[config.mk]
export PLATFORM = sky130hd
export DESIGN_NAME = fetch_unit
export DESIGN_NICKNAME = d
export VERILOG_FILES = /design/src/rtl/fetch_unit.sv
export SDC_FILE = /design/constraint.sdc
export NUM_CORES = 1
export LEC_CHECK = 0
export ABC_AREA = 0
export CORE_MARGIN = 8
export CORE_UTILIZATION = 40
export CTS_CLUSTER_DIAMETER = 120
export DETAILED_ROUTE_END_ITERATION = 6
export PLACE_DENSITY = 0.73
export SLEW_MARGIN = 30
export SYNTH_ARGS = -nofsm -noshare
export SYNTH_HDL_FRONTEND = slang
export SYNTH_SLANG_ARGS = --single-unit
[constraint.sdc]
create_clock -name clk_i -period 2.25 [get_ports clk_i]
set_clock_uncertainty 0.1 [all_clocks]
set_input_delay 0.225 -clock clk_i [delete_from_list [all_inputs] [get_ports clk_i]]
set_output_delay 0.225 -clock clk_i [all_outputs]
set_load 0.05 [all_outputs]
[src/rtl/fetch_unit.sv]
// fetch_unit: instruction fetch stage for the 16-bit decoder.
// Holds the PC, drives it straight to the combinational instruction ROM, captures the
// returned word(s) into instruction registers and presents them over valid/ready.
// Two-word instructions (first word opcode == EXT_OPC) are merged into one transfer.
//
// Ports:
//   clk_i          system clock (rising edge)
//   rst_ni         asynchronous active-low reset
//   rom_addr_o     ROM address, equal to the PC register
//   rom_data_i     ROM word for rom_addr_o, same cycle
//   instr_o        first (or only) instruction word
//   instr_ext_o    second word of a two-word instruction, else 16'h0000
//   instr_pc_o     address of the first word of instr_o
//   instr_valid_o  instruction outputs hold a complete instruction
//   instr_ready_i  decoder accepts the instruction this cycle
//   redirect_i     one-cycle flow-change request
//   redirect_pc_i  redirect target, sampled when redirect_i is high
module fetch_unit #(
    parameter logic [7:0] RESET_PC = 8'h00,
    parameter logic [5:0] EXT_OPC  = 6'b100001
) (
    input  logic        clk_i,
    input  logic        rst_ni,
    output logic [7:0]  rom_addr_o,
    input  logic [15:0] rom_data_i,
    output logic [15:0] instr_o,
    output logic [15:0] instr_ext_o,
    output logic [7:0]  instr_pc_o,
    output logic        instr_valid_o,
    input  logic        instr_ready_i,
    input  logic        redirect_i,
    input  logic [7:0]  redirect_pc_i
);

    typedef enum logic [1:0] {StFetch, StExt, StFull} state_e;

    state_e      state_q, state_d;
    logic [7:0]  pc_q, pc_d;
    logic [15:0] instr_q, instr_d;
    logic [15:0] instr_ext_q, instr_ext_d;
    logic [7:0]  instr_pc_q, instr_pc_d;
    logic        valid_q, valid_d;
    logic        load;

    // A new first word is captured when the pipeline slot is empty or being drained.
    assign load = (state_q == StFetch) || ((state_q == StFull) && instr_ready_i);

    always_comb begin
        state_d     = state_q;
        pc_d        = pc_q;
        instr_d     = instr_q;
        instr_ext_d = instr_ext_q;
        instr_pc_d  = instr_pc_q;
        valid_d     = valid_q;

        if (redirect_i) begin
            // Instruction registers hold; only the flow and validity change.
            pc_d    = redirect_pc_i;
            valid_d = 1'b0;
            state_d = StFetch;
        end else begin
            unique case (state_q)
                StFetch, StFull: begin
                    if (load) begin
                        instr_d    = rom_data_i;
                        instr_pc_d = pc_q;
                        pc_d       = pc_q + 8'd1;
                        if (rom_data_i[15:10] == EXT_OPC) begin
                            valid_d = 1'b0;
                            state_d = StExt;
                        end else begin
                            instr_ext_d = 16'h0000;
                            valid_d     = 1'b1;
                            state_d     = StFull;
                        end
                    end
                end
                StExt: begin
                    instr_ext_d = rom_data_i;
                    pc_d        = pc_q + 8'd1;
                    valid_d     = 1'b1;
                    state_d     = StFull;
                end
                default: begin
                    pc_d    = RESET_PC;
                    valid_d = 1'b0;
                    state_d = StFetch;
                end
            endcase
        end
    end

    always_ff @(posedge clk_i or negedge rst_ni) begin
        if (!rst_ni) begin
            state_q     <= StFetch;
            pc_q        <= RESET_PC;
            instr_q     <= 16'h0000;
            instr_ext_q <= 16'h0000;
            instr_pc_q  <= 8'h00;
            valid_q     <= 1'b0;
        end else begin
            state_q     <= state_d;
            pc_q        <= pc_d;
            instr_q     <= instr_d;
            instr_ext_q <= instr_ext_d;
            instr_pc_q  <= instr_pc_d;
            valid_q     <= valid_d;
        end
    end

    assign rom_addr_o    = pc_q;
    assign instr_o       = instr_q;
    assign instr_ext_o   = instr_ext_q;
    assign instr_pc_o    = instr_pc_q;
    assign instr_valid_o = valid_q;

endmodule

==> flow_metrics.py, run 1 <==
metrics = {
    "synthesis": {
        "ys_seq_elements": 50,
        "synth_area_per_cell_um2": 11.4,
        "syn_area_um2": 2130,
        "netlist_instances": 187,
        "syn_nets": 216,
        "async_reset_ff_frac": 1.00,
        "synth_warnings": 0,
        "synth.distinct_cells": 35,
        "synth_seq_area_share": 0.587,
        "yosys_most_used_dff": "dfrtp_1",
        "synth_edf_count": 0,
    },
    "sta": {
        "slew_viol_final": 0,
        "fin_setup_tns_ps": 0,
        "post-route-period-util": 0.897,
        "fmax_ghz": 0.496,
        "min_period_ps": 2020,
        "rsz0062_at_grt": "false",
        "final-hold-violation-count": 0,
        "setup_viol": 0,
        "worst_pin_slew_ps": 636,
        "timing.max_slew.rel_slack": 0.576,
    },
    "clock_network": {
        "post_cts_resized": 0,
        "numClockSinks": 50,
        "clockBufferDepth": 2,
        "post_cts_buffers": 0,
        "htree_num_levels": 2,
        "cts_inserted_buffers": 5,
        "clk_pin_slew_ps": 90,
        "clockRootBuffer": "clkbuf_8",
        "worstSkewPairLatency_ps": 300,
        "cts_hold_buf": 1,
        "cts_tree": "done",
    },
    "power_and_ir_drop": {
        "powerDensity_nw_per_um2": 817,
        "leakagePower_nw": 1.27,
        "irDropWorstVdd_uv": 529,
        "design_power_total_mw": 2.55,
    },
    "setup_path": {
        "rr_worst_depth": 4,
        "crit_path_end_kind": "primary output",
        "cp.depth": 1,
        "critPathTopFamily": "buffers and inverters",
        "r2r_slack_ps": 350,
        "crit_buf_inv": 1,
        "cp_max_fo": 9,
        "required_ps": 1920,
        "cp-startpoint": "rom_addr_o[0]",
        "max_stage_delay_ps": 870,
        "startpoint_type": "register",
        "rr_startpoint": "state_q[0]",
        "endpoint": "rom_addr_o[0]",
        "worstSetupPathType": "reg -> out",
        "rr_endpoint": "rom_addr_o[4]",
        "cp.arrival_ps": 1690,
        "crit_chain": "clkdlybuf4s50_1",
        "critPathSlowestCell": "clkdlybuf4s50_1",
    },
    "status": {
        "status": "complete, no violations",
    },
    "die": {
        "design.die.area_um2": 7920,
        "ios": 77,
        "coreArea_um2": 5140,
        "die_h_um": 89.0,
        "dieWidth_um": 89.0,
        "rows": 26,
        "initial_utilization": 0.415,
    },
    "finish": {
        "diodes": 0,
        "layout_common_cells": "75 x clkdlybuf4s50_1, 50 x dfrtp_1, 41 x nand2_1",
        "drive_gt1_frac": 0.159,
        "final_cells": 340,
        "areaGrowthSynthToFinish_pct": 46.1,
        "final_nets": 298,
        "multi_input_area_um2": 827,
        "seq_area_um2": 1250,
        "final_common_cell": "clkdlybuf4s50_1",
        "nFillCells": 474,
    },
    "grt": {
        "grt_max_degree": 51,
        "grt_antenna_before_repair": 0,
        "grt_overflow_total": 0,
        "grt_pass1_wl_um": 9050,
        "grt_pass1_vias": 1807,
        "grtUsageTotal": 0.149,
    },
    "place": {
        "portBuffers": 76,
        "dp.cells": 331,
        "gp_congestion": 0.793,
        "place_hpwl_um": 4040,
    },
    "route": {
        "drc": 0,
        "final_antenna_net_count": 0,
        "wl_per_cell_um": 16.2,
        "drt_wl_total_um": 5520,
        "num_vias": 1687,
        "vias_per_cell": 4.96,
        "first_pass_iters": 4,
        "drt_iter0_drc": 55,
    },
    "worst_hold_path": {
        "min-delay-path-class": "in -> reg",
    },
    "job": {
        "maxCapViolCount": 0,
    },
}
cell families after synthesis:
| family | count (synthesis) | share of synthesized area |
|---|---|---|
| AND/OR/NAND/NOR | 64 | 0.150 |
| AO/OA/AOI/OAI | 39 | 0.111 |
| buffers and inverters | 10 | 0.0252 |
| adder cells (fa/ha/maj) | 1 | 0.00587 |
| flip-flops | 50 | 0.587 |
| multiplexers | 23 | 0.121 |
worst register-to-register path: stages (launching register included):
cell and delay, ps:
dfrtp_1 490, or4b_1 740, nand2_8 140, nor3_2 50
a221o_1 270
registers in the layout, indices dropped and copies added, names as in the netlist:
name and cells:
instr_ext_o 16, instr_o 16, instr_pc_o 8, rom_addr_o 8, instr_valid_o 1, state_q 1
worst min path at each step:
stage	slack, ps	cells past startpoint	endpoint	start
floorplan	-170	0	instr_ext_o[0]	rst_ni
global placement	270	2	instr_pc_o[1]	rst_ni
detailed placement	280	2	instr_pc_o[1]	rst_ni
CTS	370	3	instr_ext_o[8]	rom_data_i[8]
global route	400	3	instr_ext_o[5]	rom_data_i[5]
finish	380	3	instr_ext_o[6]	rom_data_i[6]
routing by layer:
layer  up-vias  track usage  part of all wire
li1        821            -                 -
met1       790        0.163              0.41
met2        70        0.246              0.46
met3         6       0.0772              0.12
met4         0       0.0453            0.0092
met5         -            0                 0
report_power, final:
group	internal [mW]	leakage, nW	switching [mW]	total, mW
registers	0.997	0.628	0.0791	1.08
logic	0.313	0.596	0.521	0.834
clock network	0.331	0.0504	0.305	0.635
total	1.64	1.27	0.905	2.55
cell usage after synthesis (2+ instances only):
library cell  count  area (um^2)
dfrtp_1          50         1250
nand2_1          41          154
mux2_2           23          259
o21ai_0          19         95.1
buf_2             7         35.0
nor2_1            6         22.5
a21oi_1           4         20.0
nand3_1           4         20.0
nor3_1            3         15.0
o21ai_1           3         15.0
a31oi_1           2         12.5
o311ai_1          2         17.5
final cells by class:
class	count	area share
Clock buffer	5	0.0221
Clock inverter	3	0.0145
Inverter	1	0.00121
Multi-Input combinational cell	127	0.266
Sequential cell	50	0.402
Tap cell	70	0.0281
Timing Repair Buffer	84	0.267
through the flow:
stage	setup slack, ps	area [um^2]	util	hold WS, ps
after detailed placement	181	2990	0.582	282
final	232	3110	0.606	384
after global routing	155	3110	0.606	401
after global placement	222	2990	0.582	273
after floorplan	326	2130	-	-171
after CTS	209	3110	0.606	373
(Power assumes the default switching activity.)
==> run 2: changes to the inputs <==
--- a/config.mk
+++ b/config.mk
@@ -6,6 +6,7 @@
 export NUM_CORES = 1
 export LEC_CHECK = 0
 export ABC_AREA = 0
+export CORE_ASPECT_RATIO = 1.25
 export CORE_MARGIN = 8
 export CORE_UTILIZATION = 40
 export CTS_CLUSTER_DIAMETER = 120
==> flow_metrics.py, run 2 (synthesized netlist as in run 1, its figures left out) <==
metrics = {
    "status": {
        "status": "complete, no violations",
    },
    "route": {
        "drt_wl_total_um": 5360,
        "final_antenna_net_count": 0,
        "first_pass_iters": 4,
        "drc": 0,
        "wl_per_cell_um": 16.1,
        "drt_iter0_drc": 61,
        "vias_per_cell": 5.11,
        "num_vias": 1695,
    },
    "sta": {
        "rsz0062_at_grt": "false",
        "slew_viol_final": 0,
        "final-hold-violation-count": 0,
        "worst_pin_slew_ps": 576,
        "min_period_ps": 2010,
        "post-route-period-util": 0.894,
        "setup_viol": 0,
        "hold_ws_ps": 355,
        "fmax_ghz": 0.497,
        "timing.max_slew.rel_slack": 0.616,
        "fin_setup_tns_ps": 0,
    },
    "worst_hold_path": {
        "min-delay-path-class": "in -> async",
    },
    "die": {
        "dieWidth_um": 81.3,
        "die_h_um": 97.6,
        "design.die.area_um2": 7940,
        "initial_utilization": 0.417,
        "ios": 77,
        "coreArea_um2": 5120,
        "rows": 29,
    },
    "power_and_ir_drop": {
        "design_power_total_mw": 2.53,
        "leakagePower_nw": 1.29,
        "powerDensity_nw_per_um2": 814,
        "irDropWorstVdd_uv": 465,
    },
    "finish": {
        "final_nets": 298,
        "diodes": 0,
        "areaGrowthSynthToFinish_pct": 46.0,
        "final_common_cell": "clkdlybuf4s50_1",
        "layout_common_cells": "75 x clkdlybuf4s50_1, 50 x dfrtp_1, 41 x nand2_1",
        "nFillCells": 448,
        "drive_gt1_frac": 0.159,
        "final_cells": 332,
    },
    "setup_path": {
        "crit_chain": "clkdlybuf4s50_1",
        "critPathTopFamily": "buffers and inverters",
        "crit_buf_inv": 1,
        "max_stage_delay_ps": 870,
        "crit_path_end_kind": "primary output",
        "critPathSlowestCell": "clkdlybuf4s50_1",
        "required_ps": 1920,
        "cp_max_fo": 9,
        "cp-startpoint": "rom_addr_o[0]",
        "cp.arrival_ps": 1690,
        "rr_startpoint": "state_q[0]",
        "worstSetupPathType": "reg -> out",
        "startpoint_type": "register",
        "rr_worst_depth": 4,
        "cp.depth": 1,
    },
    "clock_network": {
        "clk_pin_slew_ps": 90,
        "clockBufferDepth": 2,
        "cts_tree": "done",
        "post_cts_resized": 0,
        "htree_num_levels": 2,
        "cts_inserted_buffers": 5,
        "numClockSinks": 50,
        "worstSkewPairLatency_ps": 300,
        "clockRootBuffer": "clkbuf_8",
    },
    "place": {
        "portBuffers": 76,
        "place_hpwl_um": 4000,
        "dp.cells": 323,
        "gp_congestion": 0.804,
    },
    "grt": {
        "grtUsageTotal": 0.141,
        "grt_antenna_before_repair": 0,
        "grt_pass1_wl_um": 9030,
        "grt_pass1_vias": 1814,
        "grt_overflow_total": 0,
        "grt_max_degree": 28,
    },
    "job": {
        "maxCapViolCount": 0,
    },
}
run 2: changes by cell type in the layout (fill, tap and decap cells not counted), sizes merged:
cell / previous run / this run
clkinv: 0 / 2
clkinvlp: 2 / 0
run 2: metrics by stage:
step           cell area [um^2]  worst slack, ps  utilization
6_report                   3110              239        0.608
5_1_grt                    3110              177        0.608
4_1_cts                    3110              234        0.608
3_5_place_dp               2990              199        0.585
3_3_place_gp               2990              224        0.585
2_1_floorplan              2130              326            -
run 2: where the power goes:
group / switching, mW / internal [mW] / total, mW
clock network: 0.296 / 0.328 / 0.623
logic: 0.521 / 0.315 / 0.836
registers: 0.0783 / 0.997 / 1.07
total: 0.895 / 1.64 / 2.53
run 2: worst reg2reg max path, delay by kind of cell, from the launching register on:
family	cells	cell delay (ps)
AO/OA/AOI/OAI	1	250
flip-flops	1	490
AND/OR/NAND/NOR	3	940
run 2: area by class of cell:
class / count / area [um^2] / area share
Tap cell: 62 / 77.6 / 0.0249
Sequential cell: 50 / 1250 / 0.402
Multi-Input combinational cell: 127 / 827 / 0.266
Clock buffer: 5 / 68.8 / 0.0221
Inverter: 1 / 3.75 / 0.00121
Clock inverter: 3 / 40.0 / 0.0129
Timing Repair Buffer: 84 / 843 / 0.271
run 2: final timing paths:
check                                 end  slack (ps)
min in group clk_i         instr_ext_o[8]         380
min reg2reg                instr_ext_o[8]         380
max                         rom_addr_o[0]         240
max reg2reg                 rom_addr_o[4]         370
max in group asynchronous     instr_o[11]        1150
min                         instr_pc_o[0]         350
run 2: what timing repair did:
item / 4_1_cts / 5_1_grt
hold endpoints to repair: 23 / 0
hold buffers: 1 / 0
buffers inserted: 0 / 0
run 2: metal layers:
layer  vias to the layer above  GRT usage  part of all wire  routed length [um]
li1                        820          -                 -                   -
met1                       805      0.164              0.40                2140
met2                        66      0.230              0.48                2580
met3                         4     0.0657              0.11                 603
met4                         0     0.0290            0.0054                  29
met5                         -          0                 0                   0
==> run 3: changes to the inputs <==
--- a/config.mk
+++ b/config.mk
@@ -11,6 +11,7 @@
 export CORE_UTILIZATION = 40
 export CTS_CLUSTER_DIAMETER = 120
 export DETAILED_ROUTE_END_ITERATION = 6
+export GPL_TIMING_DRIVEN = 0
 export PLACE_DENSITY = 0.73
 export SLEW_MARGIN = 30
 export SYNTH_ARGS = -nofsm -noshare
==> flow_metrics.py, run 3 (synthesized netlist as in run 1, its figures left out) <==
metrics = {
    "setup_path": {
        "cp.depth": 1,
        "critPathTopFamily": "buffers and inverters",
        "cp_max_fo": 9,
        "critPathSlowestCell": "clkdlybuf4s50_1",
        "rr_startpoint": "state_q[0]",
        "rr_worst_depth": 5,
        "required_ps": 1920,
        "crit_buf_inv": 1,
        "worstSetupPathType": "reg -> out",
        "r2r_slack_ps": 400,
        "crit_path_end_kind": "primary output",
        "startpoint_type": "register",
        "max_stage_delay_ps": 870,
        "rr_endpoint": "instr_ext_o[10]",
        "cp.arrival_ps": 1670,
        "crit_chain": "clkdlybuf4s50_1",
    },
    "clock_network": {
        "htree_num_levels": 2,
        "clockBufferDepth": 2,
        "cts_tree": "done",
        "post_cts_buffers": 0,
        "numClockSinks": 50,
        "cts_hold_buf": 1,
        "clk_pin_slew_ps": 80,
        "clockRootBuffer": "clkbuf_8",
        "worstSkewPairLatency_ps": 290,
        "post_cts_resized": 0,
        "cts_inserted_buffers": 5,
    },
    "grt": {
        "grt_overflow_total": 0,
        "grtUsageTotal": 0.144,
        "grt_antenna_before_repair": 0,
        "grt_pass1_wl_um": 9010,
        "grt_pass1_vias": 1762,
        "grt_max_degree": 50,
    },
    "finish": {
        "final_nets": 301,
        "drive_gt1_frac": 0.154,
        "final_common_cell": "clkdlybuf4s50_1",
        "final_cells": 334,
        "areaGrowthSynthToFinish_pct": 44.5,
        "diodes": 0,
        "layout_common_cells": "75 x clkdlybuf4s50_1, 50 x dfrtp_1, 41 x nand2_1",
    },
    "route": {
        "final_antenna_net_count": 0,
        "met2_length_um": 2740,
        "num_vias": 1701,
        "dr.max_layer_used": "met4",
        "drt_wl_total_um": 5510,
        "wl_met3_um": 527,
        "wl_met1_um": 2190,
        "drt_iter0_drc": 63,
        "vias_per_cell": 5.09,
        "wl_per_cell_um": 16.5,
        "first_pass_iters": 4,
        "drc": 0,
    },
    "power_and_ir_drop": {
        "powerDensity_nw_per_um2": 777,
        "design_power_total_mw": 2.39,
        "leakagePower_nw": 1.27,
        "irDropWorstVdd_uv": 356,
    },
    "die": {
        "ios": 77,
        "initial_utilization": 0.417,
        "design.die.area_um2": 7940,
        "coreArea_um2": 5120,
        "dieWidth_um": 81.3,
        "rows": 29,
        "die_h_um": 97.6,
    },
    "sta": {
        "timing.max_slew.rel_slack": 0.639,
        "rsz0062_at_grt": "false",
        "final-hold-violation-count": 0,
        "post-route-period-util": 0.887,
        "setup_viol": 0,
        "worst_pin_slew_ps": 539,
        "fmax_ghz": 0.501,
        "slew_viol_final": 0,
        "min_period_ps": 1990,
        "hold_ws_ps": 159,
    },
    "place": {
        "gp_congestion": 0.798,
        "place_hpwl_um": 4120,
        "dp.cells": 326,
        "portBuffers": 76,
    },
    "worst_hold_path": {
        "min-delay-path-class": "in -> async",
    },
    "job": {
        "maxCapViolCount": 0,
    },
    "status": {
        "status": "complete, no violations",
    },
}
## run 3: cell types whose count changed in the layout (fill, tap and decap cells not counted), sizes merged
cell,before,now
buf,8,10
bufinv,1,0
clkbuf,5,8
clkinv,2,0
## run 3: where the power goes
part	internal, mW	switching, mW
registers	0.997	0.0777
clock network	0.215	0.271
logic	0.313	0.521
## run 3: worst max path at each step
stage	from	to	slack [ps]
after detailed placement	redirect_i	instr_ext_o[7]	90
after global placement	rst_ni	instr_o[9]	-650
after CTS	rom_addr_o[0]	rom_addr_o[0]	240
after floorplan	instr_valid_o	rom_addr_o[4]	330
after global routing	rom_addr_o[0]	rom_addr_o[0]	180
final	rom_addr_o[0]	rom_addr_o[0]	260
## run 3: stage by stage
step	TNS [ps]	worst slack, ps	utilization	instance area, um^2
final	0	255	0.602	3080
after floorplan	0	326	-	2130
after CTS	0	239	0.602	3080
after global routing	0	180	0.602	3080
after global placement	-32510	-653	0.581	2970
after detailed placement	0	87.3	0.585	3000
## run 3: routing by layer
| metal | vias up | GRT usage |
|---|---|---|
| met5 | - | 0 |
| met1 | 811 | 0.167 |
| met3 | 4 | 0.0528 |
| li1 | 825 | - |
| met4 | 0 | 0.0331 |
| met2 | 61 | 0.240 |
## run 3: area by class of cell
cell class                 instances  area (um^2)
sequential                        50         1250
buffer                             9         50.0
timing repair buffer              78          796
multi-input combinational        127          827
inverter                           1         3.75
fill                             430         2030
clock buffer                       7         76.3
tap                               62         77.6
## run 3: worst reg2reg max path: stages (launching register included)
cell and delay [ps]:
dfrtp_1 500, nor4b_4 520, a211o_1 260, buf_2 250, nand2_1 70, o21ai_0 80
